$ cat config.mk
export PLATFORM = sky130hd
export DESIGN_NAME = cmd_stream_issuer
export DESIGN_NICKNAME = d
export VERILOG_FILES = /design/src/rtl/cmd_pkg.sv /design/src/rtl/cmd_fifo.sv /design/src/rtl/cmd_stream_issuer.sv
export SDC_FILE = /design/constraint.sdc
export NUM_CORES = 1
export LEC_CHECK = 0
export CAP_MARGIN = 10
export CORE_MARGIN = 5
export CORE_UTILIZATION = 60
export CTS_CLUSTER_SIZE = 25
export DETAILED_ROUTE_END_ITERATION = 8
export GPL_ROUTABILITY_DRIVEN = 0
export PLACE_DENSITY_LB_ADDON = 0.05
export SLEW_MARGIN = 20
export SYNTH_ARGS = -nofsm -noshare
export SYNTH_HDL_FRONTEND = slang
export SYNTH_SLANG_ARGS = --single-unit
$ cat constraint.sdc
create_clock -name clk -period 9.2 [get_ports clk]
set_input_delay 0.92 -clock clk [delete_from_list [all_inputs] [get_ports clk]]
set_output_delay 0.92 -clock clk [all_outputs]
set_load 0.05 [all_outputs]
$ cat src/rtl/cmd_pkg.sv
// Shared command-word layout and issuer FSM encodings for the host-side command blocks.
// Pure declarations: no logic, no state.
package cmd_pkg;

  localparam logic [7:0] CMD_HALT     = 8'h00;
  localparam int         OPC_MSB      = 63;
  localparam int         OPC_LSB      = 56;
  localparam int         CORE_SEL_BIT = 48;

  typedef logic [1:0] issuer_state_t;

  localparam issuer_state_t IDLE  = 2'd0;
  localparam issuer_state_t ISSUE = 2'd1;
  localparam issuer_state_t DRAIN = 2'd2;
  localparam issuer_state_t DONE  = 2'd3;

  function automatic logic is_halt(input logic [63:0] word);
    return word[OPC_MSB:OPC_LSB] == CMD_HALT;
  endfunction

endpackage

$ cat src/rtl/cmd_fifo.sv
// Synchronous first-word-fall-through FIFO: a pushed word shows on head the cycle after the push.
// Pushes into a full FIFO and pops from an empty one are ignored; full is derived from registered count.
module cmd_fifo #(
  parameter int WIDTH = 64,
  parameter int DEPTH = 16
) (
  input  logic                     clk,
  input  logic                     rst,
  input  logic                     push,
  input  logic [WIDTH-1:0]         push_data,
  input  logic                     pop,
  output logic [WIDTH-1:0]         head,
  output logic                     full,
  output logic                     empty,
  output logic [$clog2(DEPTH):0]   level
);

  localparam int AW = $clog2(DEPTH);

  logic [WIDTH-1:0] mem [DEPTH];
  logic [AW-1:0]    wr_ptr;
  logic [AW-1:0]    rd_ptr;
  logic [AW:0]      count;
  logic             do_push;
  logic             do_pop;

  assign full    = count == (AW+1)'(DEPTH);
  assign empty   = count == '0;
  assign level   = count;
  assign do_push = push && !full;
  assign do_pop  = pop && !empty;

  // Head reads zero while empty so the output is defined straight out of reset.
  assign head = empty ? '0 : mem[rd_ptr];

  always_ff @(posedge clk) begin
    if (rst) begin
      wr_ptr <= '0;
      rd_ptr <= '0;
      count  <= '0;
    end else begin
      if (do_push) wr_ptr <= wr_ptr + AW'(1);
      if (do_pop)  rd_ptr <= rd_ptr + AW'(1);
      if (do_push && !do_pop)
        count <= count + (AW+1)'(1);
      else if (do_pop && !do_push)
        count <= count - (AW+1)'(1);
    end
  end

  always_ff @(posedge clk) begin
    if (do_push) mem[wr_ptr] <= push_data;
  end

endmodule

$ cat src/rtl/cmd_stream_issuer.sv
// Streams host-loaded commands to the command processor after start, stopping after the first HALT.
// cmd_valid is a function of registered state only; words wait in the FIFO under cmd_ready backpressure.
module cmd_stream_issuer
  import cmd_pkg::*;
#(
  parameter int DEPTH = 16,
  parameter int CNT_W = 16
) (
  input  logic                   clk,
  input  logic                   rst,
  input  logic                   host_wr_valid,
  input  logic [63:0]            host_wr_data,
  output logic                   host_wr_ready,
  input  logic                   start,
  output logic                   cmd_valid,
  output logic [63:0]            cmd_data,
  input  logic                   cmd_ready,
  input  logic                   core0_ready,
  input  logic                   core1_ready,
  output logic                   busy,
  output logic                   done,
  output logic [CNT_W-1:0]       issued_count,
  output logic [$clog2(DEPTH):0] fifo_level
);

  issuer_state_t state;
  logic          full;
  logic          empty;
  logic          push;
  logic          pop;

  assign host_wr_ready = !full && !rst;
  assign push          = host_wr_valid && host_wr_ready;
  assign cmd_valid     = (state == ISSUE) && !empty;
  assign pop           = cmd_valid && cmd_ready;
  assign busy          = (state == ISSUE) || (state == DRAIN);
  assign done          = state == DONE;

  cmd_fifo #(
    .WIDTH (64),
    .DEPTH (DEPTH)
  ) u_fifo (
    .clk       (clk),
    .rst       (rst),
    .push      (push),
    .push_data (host_wr_data),
    .pop       (pop),
    .head      (cmd_data),
    .full      (full),
    .empty     (empty),
    .level     (fifo_level)
  );

  always_ff @(posedge clk) begin
    if (rst) begin
      state        <= IDLE;
      issued_count <= '0;
    end else begin
      case (state)
        IDLE, DONE: begin
          if (start) begin
            state        <= ISSUE;
            issued_count <= '0;
          end
        end
        ISSUE: begin
          if (pop) begin
            if (issued_count != '1) issued_count <= issued_count + CNT_W'(1);
            if (is_halt(cmd_data)) state <= DRAIN;
          end
        end
        // Entered the cycle after HALT acceptance, so the idle check is
        // naturally one cycle late, covering the processor's start latency.
        DRAIN: begin
          if (core0_ready && core1_ready) state <= DONE;
        end
        default: state <= IDLE;
      endcase
    end
  end

endmodule
# ---- Word-level counts from Yosys, hierarchy flattened
# Memory sizes are Yosys's and may differ from the RTL's. A register that Yosys moved wholly into a read port is not among the register bits.
# Index checks and enable logic that the tools add are counted.
dict set report totals {
  elab_cells 60
  n_memories 1
  regBits 31
  in_bits 71
  mem_bits_rw 1024
}
# memory depth width read_ports rd_ports_with_merged_regs wr line
set memory_table {}
lappend memory_table {u_fifo.mem 16 64 1 1 1 cmd_fifo.sv:20} ;# logic [WIDTH-1:0] mem [DEPTH];
dict set report classes {
  reduce_logical 23
  n_eq_ne 10
  n_addsub 5
  n_mux 16
}
# cell count
set ops {}
lappend ops {{2-to-1 mux 64 bit} 1}
lappend ops {{2-to-1 mux 16 bit} 3}
lappend ops {{case mux 16 bit (2 select lines)} 1}
lappend ops {{adder 16 x 1 -> 16 bit (second input constant)} 1}
lappend ops {{!= test 16 bit (second input constant)} 1}
lappend ops {{2-to-1 mux 5 bit} 2}
lappend ops {{logical AND 1 bit} 9}
lappend ops {{adder 4 x 1 -> 4 bit (second input constant)} 2}
lappend ops {{logical NOT 8 bit} 1}
lappend ops {{2-to-1 mux 2 bit} 4}
lappend ops {{2-to-1 mux 4 bit} 2}
lappend ops {{!= test 2 x 1 -> 1 bit (second input constant)} 4}
lappend ops {{AND reduction 4 bit} 2}
lappend ops {{case mux 2 bit (3 select lines)} 1}
lappend ops {{adder 5 x 1 -> 5 bit (second input constant)} 1}
lappend ops {{== test 5 bit (second input constant)} 1}
lappend ops {{logical NOT 1 bit} 5}
lappend ops {{logical NOT 5 bit} 1}
lappend ops {{subtractor 5 x 1 -> 5 bit (second input constant)} 1}
lappend ops {{== test 2 bit (second input constant)} 2}
lappend ops {{nonzero test 2 bit} 2}
lappend ops {{== test 2 x 1 -> 1 bit (second input constant)} 1}
lappend ops {{logical NOT 2 bit} 1}
lappend ops {{2-to-1 mux 1 bit} 2}
lappend ops {{3 further kinds} 3}

# ---- Depth between registers and ports, before layout
dict set report logic_depth {
  depth_word 9
  depth_mapped 13
  mapped_depth_nobuf 12
}

# ---- By module
# Synthesis repeated with hierarchy kept, for this count alone.
dict set report unflattened {
  cells_unflattened 1810
  area_unflattened_um2 40871.7
}
# module n_inst cells_per_inst seq_area_each_um2 area_per_inst_um2
set modules_own_cells {}
lappend modules_own_cells {cmd_fifo 1 1678 31089.8 39723.1}
lappend modules_own_cells {cmd_stream_issuer 1 132 360.3 1148.6}

# ---- Worst setup path before layout
# No wires, ideal clock.
dict set report synth_path {
  kind {register to register}
  from {register u_fifo.count[0], in the netlist u_fifo.level[0]}
  to {memory u_fifo.mem[3][0] (enable)}
  arrival_time_ps 6763
  period_less_slack_ps 7328
  path_slack_ps 1872
  stages_incl_launch_ff 7
  path_cell_list {dfxtp_1 nor4_1 a21oi_1 and2_1 clkbuf_1 nand2_1 nor3_1}
}
dict set report synth_between {
  elab_chain_cells 7
}
# item line
set synth_rtl {}
lappend synth_rtl {{start, declared} cmd_fifo.sv:23} ;# logic [AW:0] count;
lappend synth_rtl {{start signal, assigned} cmd_fifo.sv:45} ;# count <= count + (AW+1)'(1);
lappend synth_rtl {{start signal, assigned} cmd_fifo.sv:47} ;# count <= count - (AW+1)'(1);
lappend synth_rtl {{== test 5 bit} cmd_fifo.sv:27} ;# assign full = count == (AW+1)'(DEPTH);
lappend synth_rtl {{logical NOT 1 bit} cmd_stream_issuer.sv:32} ;# assign host_wr_ready = !full && !rst;
lappend synth_rtl {{logical AND 1 bit} cmd_stream_issuer.sv:32}
lappend synth_rtl {{named net host_wr_ready} cmd_stream_issuer.sv:13} ;# output logic host_wr_ready,
lappend synth_rtl {{logical AND 1 bit} cmd_stream_issuer.sv:33} ;# assign push = host_wr_valid && host_wr_ready;
lappend synth_rtl {{logical AND 1 bit} cmd_fifo.sv:30} ;# assign do_push = push && !full;
lappend synth_rtl {{named net u_fifo.do_push} cmd_fifo.sv:24} ;# logic do_push;
lappend synth_rtl {{2-to-1 mux 1 bit} cmd_fifo.sv:52} ;# if (do_push) mem[wr_ptr] <= push_data;
lappend synth_rtl {{2-to-1 mux 1 bit (implied by the code)} cmd_fifo.sv:52}
lappend synth_rtl {{end, declared} cmd_fifo.sv:20}
# The timed path passes the listed nets, and every way through them passes these cells.

==> results.py <==
metrics = {
    "cts": {
        "ctsHoldBuffers": 0,
        "cts_tree": "yes",
        "cts_root_buffer": "clkbuf_16",
        "clock-sinks": 1059,
        "cts-buffers-inserted": 104,
        "htree_levels": 3,
        "clock_latency_ns": 0.66,
        "cts_setup_buffers": 0,
        "clkTransAtPathRegs_ns": 0.06,
        "cts_max_path_buffers": 3,
        "cts_resized": 0,
    },
    "critical_path": {
        "critPathCaptureType": "output port",
        "crit_type": "flip-flop to output port",
        "critPathMaxStageDelay_ns": 0.92,
        "required_ns": 8.28,
        "worstReg2RegEnd": "state[1]$_SDFFE_PP0P_",
        "path_depth": 5,
        "worstRegToRegCells": 7,
        "cp_slowest_cell": "dfxtp_4",
        "cp_num_buf_inv": 2,
        "r2r_slack_ns": 5.34,
        "arrival_ns": 4.41,
        "cp_max_fo": 105,
        "cp_cell_sequence": "buf_12 -> mux4_2 -> mux4_2 -> and2_1 -> clkdlybuf4s50_1",
        "start_kind": "flip-flop",
        "cpLargestDelayFamily": "buffers and inverters",
        "crit_top_cell": "mux4_2",
        "worstSetupEndpoint": "cmd_data[48]",
    },
    "run_status": {
        "status": "finished clean",
    },
    "synth": {
        "syn-cell-area_um2": 40700,
        "synth.cells.most_frequent": "edfxtp_1, mux4_2, and2_1",
        "syn_inst": 1761,
        "ys_top_cells_by_area": "edfxtp_1, mux4_2, dfxtp_1, and2_1, mux2i_1",
        "yosysSeqAreaShare": 0.773,
        "yosysTopAreaCell": "edfxtp_1",
        "synthArstFlopShare": 0,
        "synth_edf_count": 1024,
        "synth-seq-cells": 1059,
        "synth.avg_cell_area_um2": 23.1,
        "syn-num-nets": 1847,
        "synthFlopType": "edfxtp_1",
        "yosys.area.top_type_share": 0.755,
        "yosysMostFrequentCell": "edfxtp_1",
        "yosysUniqueCellTypes": 50,
        "yosys_warnings": 0,
    },
    "floorplan": {
        "start_util": 0.605,
        "die_y_um": 270,
        "io-pin-count": 160,
        "die_area_um2": 73200,
        "rows": 95,
        "core_region_area_um2": 67300,
        "die_w_um": 270,
    },
    "placement": {
        "preCtsSetupSlack_ns": 4.12,
        "port_buffers": 159,
        "dp_hpwl_mm": 42.4,
        "place_area_um2": 43400,
    },
    "sta": {
        "finalCritPeriodShare": 0.579,
        "final-hold-violation-count": 0,
        "holdWs_ns": 0.516,
        "slew_headroom": 0.240,
        "period_needed_ns": 5.33,
        "finalMaxSlewViolations": 0,
        "fin_skew_ns": 0.0178,
        "finalSetupTns_ns": 0,
        "tightest_slew_ns": 1.14,
        "rsz0062_at_grt": "no",
        "setup_slack_ns": 3.87,
        "max_freq_ghz": 0.188,
        "setup_viol": 0,
    },
    "routing": {
        "drt.antenna.violating_nets": 0,
        "wl_mm": 87.1,
        "viasPerCell": 6.42,
        "drt_iter0_markers": 1944,
        "wl_per_cell_um": 29.7,
        "via_count": 18800,
        "drc": 0,
        "firstDrtPassIters": 5,
    },
    "power": {
        "power_density_nw_per_um2": 264,
        "p_switching_mw": 3.56,
        "ir_drop_mv": 0.239,
        "switching_share": 0.289,
        "p_clk_frac": 0.325,
        "p_leak_nw": 14.2,
        "power.internal_mw": 8.75,
        "p_seq_frac": 0.443,
        "comb_power_share": 0.232,
    },
    "global_route": {
        "grt_max_degree": 149,
        "grt_usage": 0.239,
        "first_global_vias": 19500,
        "grt-ovfl-total": 0,
        "grt_pass1_wl_mm": 129,
        "antenna_found_initial": 4,
    },
    "layout": {
        "fin_nets": 2057,
        "final_cell_area_um2": 46600,
        "area_growth_pct": 14.4,
        "fin_util": 0.692,
        "drive_above_1_share": 0.242,
    },
    "hold_path": {
        "min_path_type": "flip-flop to flip-flop",
    },
    "flow_run": {
        "timing.max_cap.violations": 0,
    },
}
==> cell type report <==
class / count / area, um^2
Timing Repair Buffer: 192 / 1880
Multi-Input combinational cell: 605 / 8890
Tap cell: 873 / 1090
Inverter: 9 / 36.3
Clock inverter: 54 / 418
Clock buffer: 135 / 2780
Sequential cell: 1059 / 31500
Fill cell: 4149 / 20700
Antenna cell: 4 / 10.0
==> routing by layer <==
layer,part of all wire,up-vias,global-route usage,wire (um)
met5,0,-,0,0
met4,0.017,0,0.0474,1450
met3,0.067,107,0.0396,5840
met2,0.51,708,0.398,44100
met1,0.41,10100,0.347,35700
li1,-,7874,-,-
==> layout by cell type (no fill, tap or decap), drive strengths merged, types with 2 or more instances in the layout <==
master,synthesis,final
o21ai,12,12
mux2i,28,28
nand2b,3,3
nor2,57,57
nor2b,2,2
a21o,4,4
clkinv,0,44
nor3,7,7
or3,2,2
clkinvlp,0,2
xor2,19,19
nand4,6,6
a31oi,2,2
clkdlybuf4s50,0,159
nand2,19,19
and4,2,2
mux4,299,299
a221oi,12,12
bufinv,0,6
xnor2,4,4
and2,65,65
a21oi,15,15
edfxtp,1024,1024
mux2,3,3
diode,0,4
inv,9,11
a211oi,2,2
a22oi,6,6
nand3,10,10
buf,54,33
ha,14,14
clkbuf,34,135
nor4,2,2
dfxtp,35,35
==> tightest hold or removal path, stage by stage, from the launching register on <==
cell and delay [ns]:
dfxtp_1 0.30, o21ai_0 0.06, a21oi_1 0.09
==> cells by family after synthesis <==
logic type	after synthesis	synth area share
flip-flops	1059	0.773
AND/OR/NAND/NOR	178	0.0227
buffers and inverters	97	0.0118
AO/OA/AOI/OAI	59	0.00993
XOR/XNOR	23	0.00495
multiplexers	330	0.173
adder cells (fa/ha/maj)	15	0.00479
==> through the flow <==
stage          total power, mW  cells
2_1_floorplan             7.50   1761
3_3_place_gp              8.41   2738
3_5_place_dp              8.43   2738
4_1_cts                   12.4   2927
5_1_grt                   12.7   2927
6_report                  12.3   2931
==> worst min path at each step <==
stage	end	slack [ns]	cells after the start	from
after detailed placement	u_fifo.rd_ptr[3]$_SDFFE_PP0P_	0.50	2	u_fifo.rd_ptr[3]$_SDFFE_PP0P_
after floorplan	flip-flop	0.46	2	u_fifo.rd_ptr[3]$_SDFFE_PP0P_
after global routing	u_fifo.rd_ptr[3]$_SDFFE_PP0P_	0.58	2	u_fifo.rd_ptr[3]$_SDFFE_PP0P_
after CTS	u_fifo.rd_ptr[3]$_SDFFE_PP0P_	0.51	2	u_fifo.rd_ptr[3]$_SDFFE_PP0P_
final	u_fifo.rd_ptr[3]$_SDFFE_PP0P_	0.52	2	u_fifo.rd_ptr[3]$_SDFFE_PP0P_
after global placement	u_fifo.rd_ptr[3]$_SDFFE_PP0P_	0.48	2	u_fifo.rd_ptr[3]$_SDFFE_PP0P_
==> power by group through the flow <==
stage	clock, mW	combinational (mW)	sequential, mW
after floorplan	0	1.94	5.55
after global placement	0	2.86	5.55
after detailed placement	0	2.88	5.55
after CTS	4.08	2.89	5.45
after global routing	4.28	3.00	5.46
final	4.00	2.86	5.45
==> flip-flops by register name (all words and copies together), names as in the netlist, named ones only <==
name and count:
issued_count 16, state 2, u_fifo.level 5, u_fifo.mem 1024
u_fifo.rd_ptr 4, u_fifo.wr_ptr 4
Power figures use the tool's default switching activity.
